`config.mk`:
```
export PLATFORM = sky130hd
export DESIGN_NAME = seg_scan_driver
export DESIGN_NICKNAME = d
export VERILOG_FILES = /design/src/rtl/seg_pkg.sv /design/src/rtl/seg_decoder.sv /design/src/rtl/seg_scan_driver.sv
export SDC_FILE = /design/constraint.sdc
export NUM_CORES = 1
export LEC_CHECK = 0
export CAP_MARGIN = 15
export CORE_ASPECT_RATIO = 1.1
export CORE_MARGIN = 1.5
export CORE_UTILIZATION = 37
export DETAILED_ROUTE_END_ITERATION = 8
export MAX_ROUTING_LAYER = met4
export PLACE_DENSITY = 0.55
export SLEW_MARGIN = 20
export SYNTH_ARGS = -nofsm -noshare
export SYNTH_HDL_FRONTEND = slang
export SYNTH_SLANG_ARGS = --single-unit
export TNS_END_PERCENT = 20
```
`constraint.sdc`:
```
create_clock -name clk -period 2.61 [get_ports clk]
set_input_delay 0.6525 -clock clk [delete_from_list [all_inputs] [get_ports clk]]
set_output_delay 0.6525 -clock clk [all_outputs]
set_load 0.1 [all_outputs]
```
`src/rtl/seg_pkg.sv`:
```
// Shared constants for the seven-segment scan driver: digit codes, active-low
// segment glyphs ({g,f,e,d,c,b,a}) and the slot-index type.
package seg_pkg;

    localparam logic [3:0] CODE_MINUS = 4'd10;
    localparam logic [3:0] CODE_R     = 4'd11;
    localparam logic [3:0] CODE_R2    = 4'd12;
    localparam logic [3:0] CODE_E     = 4'd13;
    localparam logic [3:0] CODE_BLANK = 4'd15;

    // Active-low: a 0 bit lights the segment.
    localparam logic [6:0] SEG_0     = 7'b1000000;
    localparam logic [6:0] SEG_1     = 7'b1111001;
    localparam logic [6:0] SEG_2     = 7'b0100100;
    localparam logic [6:0] SEG_3     = 7'b0110000;
    localparam logic [6:0] SEG_4     = 7'b0011001;
    localparam logic [6:0] SEG_5     = 7'b0010010;
    localparam logic [6:0] SEG_6     = 7'b0000010;
    localparam logic [6:0] SEG_7     = 7'b1111000;
    localparam logic [6:0] SEG_8     = 7'b0000000;
    localparam logic [6:0] SEG_9     = 7'b0010000;
    localparam logic [6:0] SEG_MINUS = 7'b0111111;
    localparam logic [6:0] SEG_R     = 7'b0101111;
    localparam logic [6:0] SEG_E     = 7'b0000110;
    localparam logic [6:0] SEG_BLANK = 7'b1111111;

    typedef logic [1:0] slot_idx_t;

    localparam slot_idx_t SLOT_LAST = 2'd3;

    // Active-low one-hot anode pattern for a slot.
    function automatic logic [3:0] anode_for(input slot_idx_t idx);
        return ~(4'b0001 << idx);
    endfunction

endpackage

```
`src/rtl/seg_decoder.sv`:
```
// Combinational digit-code to active-low seven-segment pattern decoder.
module seg_decoder
    import seg_pkg::*;
(
    input  logic [3:0] code,
    output logic [6:0] pattern
);

    always_comb begin
        pattern = SEG_BLANK;
        case (code)
            4'd0:       pattern = SEG_0;
            4'd1:       pattern = SEG_1;
            4'd2:       pattern = SEG_2;
            4'd3:       pattern = SEG_3;
            4'd4:       pattern = SEG_4;
            4'd5:       pattern = SEG_5;
            4'd6:       pattern = SEG_6;
            4'd7:       pattern = SEG_7;
            4'd8:       pattern = SEG_8;
            4'd9:       pattern = SEG_9;
            CODE_MINUS: pattern = SEG_MINUS;
            CODE_R:     pattern = SEG_R;
            CODE_R2:    pattern = SEG_R;
            CODE_E:     pattern = SEG_E;
            default:    pattern = SEG_BLANK;
        endcase
    end

endmodule

```
`src/rtl/seg_scan_driver.sv`:
```
// Four-digit multiplexed seven-segment driver with per-frame snapshot and
// per-slot anti-ghost blanking. Optional leading-zero blanking: SEG_LZ_BLANK_EN.
module seg_scan_driver
    import seg_pkg::*;
#(
    parameter int unsigned REFRESH_DIV = 100000,
    parameter int unsigned BLANK_CYC   = 64
) (
    input  logic       clk,
    input  logic       rst_n,
    input  logic [3:0] digit0,
    input  logic [3:0] digit1,
    input  logic [3:0] digit2,
    input  logic [3:0] digit3,
    input  logic       mode_ind,
    output logic [3:0] an,
    output logic [6:0] seg,
    output logic       dp
);

    localparam int unsigned PW = (REFRESH_DIV > 1) ? $clog2(REFRESH_DIV) : 1;
    localparam logic [PW-1:0] PRESC_LAST = PW'(REFRESH_DIV - 1);
    localparam logic [PW-1:0] BLANK_END  = PW'(BLANK_CYC);

    logic [PW-1:0]        presc;
    slot_idx_t            slot;
    logic [3:0][3:0]      snap_code;
    logic                 snap_mode;
    logic [3:0][3:0]      cap_code;
    logic                 tick;
    logic                 frame_wrap;
    logic [3:0]           sel_code;
    logic [6:0]           dec_seg;

    assign tick       = (presc == PRESC_LAST);
    assign frame_wrap = tick && (slot == SLOT_LAST);

    // Codes as they will be stored at the next frame boundary.
    always_comb begin
        cap_code = {digit3, digit2, digit1, digit0};
`ifdef SEG_LZ_BLANK_EN
        if (digit3 == 4'd0) begin
            cap_code[3] = CODE_BLANK;
            if (digit2 == 4'd0) begin
                cap_code[2] = CODE_BLANK;
                if (digit1 == 4'd0)
                    cap_code[1] = CODE_BLANK;
            end
        end
`endif
    end

    always_ff @(posedge clk or negedge rst_n) begin
        if (!rst_n) begin
            presc <= '0;
            slot  <= '0;
        end else if (tick) begin
            presc <= '0;
            slot  <= slot + 2'd1;
        end else begin
            presc <= presc + 1'b1;
        end
    end

    // The display only ever reads the snapshot, so a frame never mixes old and new digits.
    always_ff @(posedge clk or negedge rst_n) begin
        if (!rst_n) begin
            snap_code <= {4{CODE_BLANK}};
            snap_mode <= 1'b0;
        end else if (frame_wrap) begin
            snap_code <= cap_code;
            snap_mode <= mode_ind;
        end
    end

    assign sel_code = snap_code[slot];

    seg_decoder u_decoder (
        .code    (sel_code),
        .pattern (dec_seg)
    );

    // Registered outputs: anodes follow the registered slot, so only one is ever low.
    always_ff @(posedge clk or negedge rst_n) begin
        if (!rst_n) begin
            an  <= 4'b1111;
            seg <= SEG_BLANK;
            dp  <= 1'b1;
        end else if (presc < BLANK_END) begin
            an  <= 4'b1111;
            seg <= SEG_BLANK;
            dp  <= 1'b1;
        end else begin
            an  <= anode_for(slot);
            seg <= dec_seg;
            dp  <= ~((slot == SLOT_LAST) && snap_mode);
        end
    end

endmodule

```
# After elaboration in Yosys (flattened, before gate mapping)
# Memories as Yosys holds them, arrays and structs flattened.
# Cells that the tools add are included.
# classes
eq_ne	2
n_reduce_logical	2
shifts	1
add_sub_neg	2
muxes	6
n_bitwise	2
order_cmp	2
# op_table
cell	n
$add A17 B1 Y17 const B	1
$eq A17 B17 Y1 const B	1
$lt A17 B7 Y1 const B	1
$mux W17	1
$bmux W4 S2	1
$mux W4	2
$mux W7	1
$not A4 Y4	1
$shl A1 B2 Y4 const A	1
$lt A2 B3 Y1 const B	1
$add A2 B1 Y2 const B	1
$eq A2 B2 Y1 const B	1
$logic_and A1 B1 Y1	2
$mux W1	1
$not A1 Y1	1
# totals
input_bits	19
rom_bits	112
wordCells	28
ff_bits	48
mem_count	1
# memory_table
memory	depth	word_bits	rd	rd_ports_with_merged_regs	wr	line_no	rtl
(name not given)	16	7	1	0	0	seg_decoder.sv:11	case (code)

# Depth between registers and ports, before layout
# logic_depth
word_depth	4
ltp_mapped	8

# Modules after synthesis
# Synthesis repeated with hierarchy kept, for this count alone.
# unflattened
cells_unflattened	184
area_unflattened_um2	2387.3
# modules_own_cells
module	area_each_um2	cells_per_inst	instances	seq_area_each_um2
seg_scan_driver	2137.0	158	1	1236.2
seg_decoder	250.2	26	1	0.0

# Worst setup path before layout
# Ideal clock, no wire load.
# synth_path
path_type	reg-to-reg
from	register slot[0]
to	register seg[0]
t_arrival_ns	1.945
setup_slack_ns	0.576
setup_time_ns	0.089
required_ns	2.521
path_stages_with_launch	9
n_path_buf	1
cell_sequence	dfrtp_1 -> buf_2 -> mux4_2 -> inv_1 -> ha_1 -> inv_1 -> mux2_2 -> a21boi_1 -> o21ai_0
# synth_between
elab_chain_len	4
# synth_rtl
element	line_no	rtl
start, declared	seg_scan_driver.sv:26	slot_idx_t slot;
start signal, assigned	seg_scan_driver.sv:59	slot <= slot + 2'd1;
$bmux W4 S2	seg_scan_driver.sv:76	assign sel_code = snap_code[slot];
$mux W4 (not written as such)	seg_scan_driver.sv:76	
$mem_v2 Z16 W7	n/a	
$mux W7	seg_scan_driver.sv:89	end else if (presc < BLANK_END) begin
end signal, assigned	seg_scan_driver.sv:95	seg <= dec_seg;
end, declared	seg_scan_driver.sv:17	output logic [6:0] seg,
# No other way between the ends. The select of a mux whose other input is x is not followed.
# A chain may end at the register's enable or synchronous reset.

# Final worst setup path
# layout_path
from	register slot[1]
to	register seg[0]
# The elaborated chain is that of the path after synthesis.

==> results.cfg <==
[placed_design]
gp_congestion = 0.8092
portBuffers = 30
place_area_um2 = 2659
hpwl_mm = 3.070
pre_cts_slack_ps = 585.3
dp_cells = 291

[clock_network]
path_clk_slew_ps = 80
insertion_delay_ps = 300
cts-root-buf = clkbuf_8
cts_tree = built
cts_sinks = 48
ctsHoldBuffers = 0
cts-htree-levels = 2
cts_setup_buffers = 0
ctsResizeCount = 0
cts_buffers = 5
cts.path.max_buffers = 2

[die]
initial_core_util = 0.3889
die_area_um2 = 6659
pin_count = 31
dieHeight_um = 85.44
rows = 29
die_w_um = 77.95
core_area_um2 = 5878

[sta]
tns_ps = 0
setup_viol = 0
fin_ws_ps = 576.1
grt_setup_unrepaired = no
clock-skew-final_ps = 6.882
hold_violations = 0
tightest_slew_ps = 499.5
finalCritPeriodShare = 0.7793
timing.final.crit_period_ps = 2034
maxSlewViolCount = 0
timing.fmax_mhz = 491.7
max_slew_margin = 0.6670
worst_hold_slack_ps = 311.0

[cells_and_area]
fin_nets = 251
drive_gt1_frac = 0.3063
multi_input_area_um2 = 993.5
stdcell_count = 299
final_area_um2 = 2740
final_util = 0.4662
area_growth_pct = 19.87
fill_cells = 557
antennaDiodeCount = 0
seqCellArea_um2 = 1236

[power_and_ir_drop]
switchingPower_mw = 0.2498
p_clk_frac = 0.347
power_frac_comb = 0.036
finalPower_mw = 1.208
intPower_mw = 0.9584
swShare = 0.2067
seq_power_share = 0.617
peakVddDrop_v = 0.0002439
p_per_area_nw_per_um2 = 440.9
power.leakage_nw = 1.132

[synth]
synth_seq_cells = 48
syn-num-nets = 213
syn_area_um2 = 2286
synth_commonest_cells = 28 x dfstp_2, 20 x dfrtp_1, 14 x nand2_1
synth_largest_area_cell = dfstp_2
synthCells = 183
ys_types = 34
synth-seq-area-share = 0.5408
ys.warnings.count = 0
yosysTopAreaCellShare = 0.3218
yosysMostFrequentCell = dfstp_2
synth_area_leaders = dfstp_2 32%, dfrtp_1 22%, ha_1 6.0%
synth_edf_count = 0
yosys_most_used_dff = dfstp_2
avgSynthCellArea_um2 = 12.49
async_flop_share = 1.000

[routing]
first_iter_violations = 60
ant_nets = 0
wl_per_cell_um = 13.68
wirelength_mm = 4.089
drt_first_pass_iters = 4
via_count = 1467
drc = 0
via_per_inst = 4.906

[critical_path]
worstPathMaxFanout = 8
cp.depth = 7
crit_required_ps = 2820
cp.arrival_ps = 2250
crit_path_end_kind = register
reg2reg_depth = 7
crit_path_top_delay_cell = dfrtp_1
worst-path-buf-inv = 2
critical_path.top_delay_family = multiplexers
worst_path_most_repeated_cell = inv_1
start_kind = register
crit_chain = mux4_2, inv_1, ha_1, inv_1, mux2_2, a21boi_1, o21ai_0
crit_type = register to register
slowest_delay_ps = 550

[outcome]
status = finished clean

[global_route]
gr-total-overflow = 0
grt_max_degree = 22
grt_pass1_wl_mm = 7.279
grt_pass1_vias = 1510
grtUsageTotal = 0.1464
antenna_found_initial = 0

[min_path]
hp-class = primary input to asynchronous set/reset pin

[run]
max-cap-violations = 0
## path summary, 6_finish.rpt
kind                           start            to  slack, ps
min in group clk           snap_mode            dp        450
hold reg to reg            snap_mode            dp        450
hold / removal                 rst_n      presc[5]        310
setup / recovery             slot[1]        seg[0]        580
setup reg to reg             slot[1]        seg[0]        580
max in group asynchronous      rst_n  snap_code[5]       1640
## logic make-up after synthesis
family / synth area share
mux: 0.1555
simple gates: 0.1286
buf+inv: 0.02463
xor+xnor: 0.05364
fa+ha+maj: 0.06021
flops: 0.5408
compound gates: 0.03668
## flip-flops by register name, summed over array words and instances, names as in the netlist
name       cells
snap_mode      1
seg            7
an             4
snap_code     16
dp             1
presc         17
slot           2
## cell type report
class,instances,share of cell area
clock buffer,7,0.02785
clock inverter,1,0.001826
inverter,8,0.01096
multi-input combinational,123,0.3626
sequential,48,0.4511
tap,77,0.03516
timing repair buffer,35,0.1105
## routing by layer
metal	global-route usage	wire length, um	share of wire
met1	0.1923	1958	0.48
met2	0.2174	1882	0.46
met5	-	0	0
met4	0.05519	74	0.018
met3	0.03871	173	0.042
## power groups by stage
stage          sequential [mW]  clock (mW)  combinational [mW]
2_1_floorplan            0.758           0            0.000230
3_3_place_gp             0.758           0              0.0435
3_5_place_dp             0.758           0              0.0452
4_1_cts                  0.745       0.440              0.0452
5_1_grt                  0.746       0.466              0.0486
6_report                 0.745       0.419              0.0435
## layout by cell type, fill, tap and decap left out, drive strengths merged, types with 2 or more instances in the layout
| master | instances |
|---|---|
| and3 | 4 |
| nor3 | 2 |
| dfrtp | 20 |
| a21oi | 4 |
| xnor2 | 8 |
| nand3 | 8 |
| xor2 | 6 |
| nand4 | 2 |
| clkdlybuf4s50 | 17 |
| nand2 | 14 |
| nor2b | 2 |
| ha | 11 |
| nor4 | 3 |
| o21ai | 7 |
| inv | 8 |
| mux2 | 20 |
| dfstp | 28 |
| clkbuf | 7 |
| mux2i | 4 |
| nor2 | 13 |
| buf | 18 |
| mux4 | 4 |
| and4 | 2 |
Power figures use the tool's default switching activity.
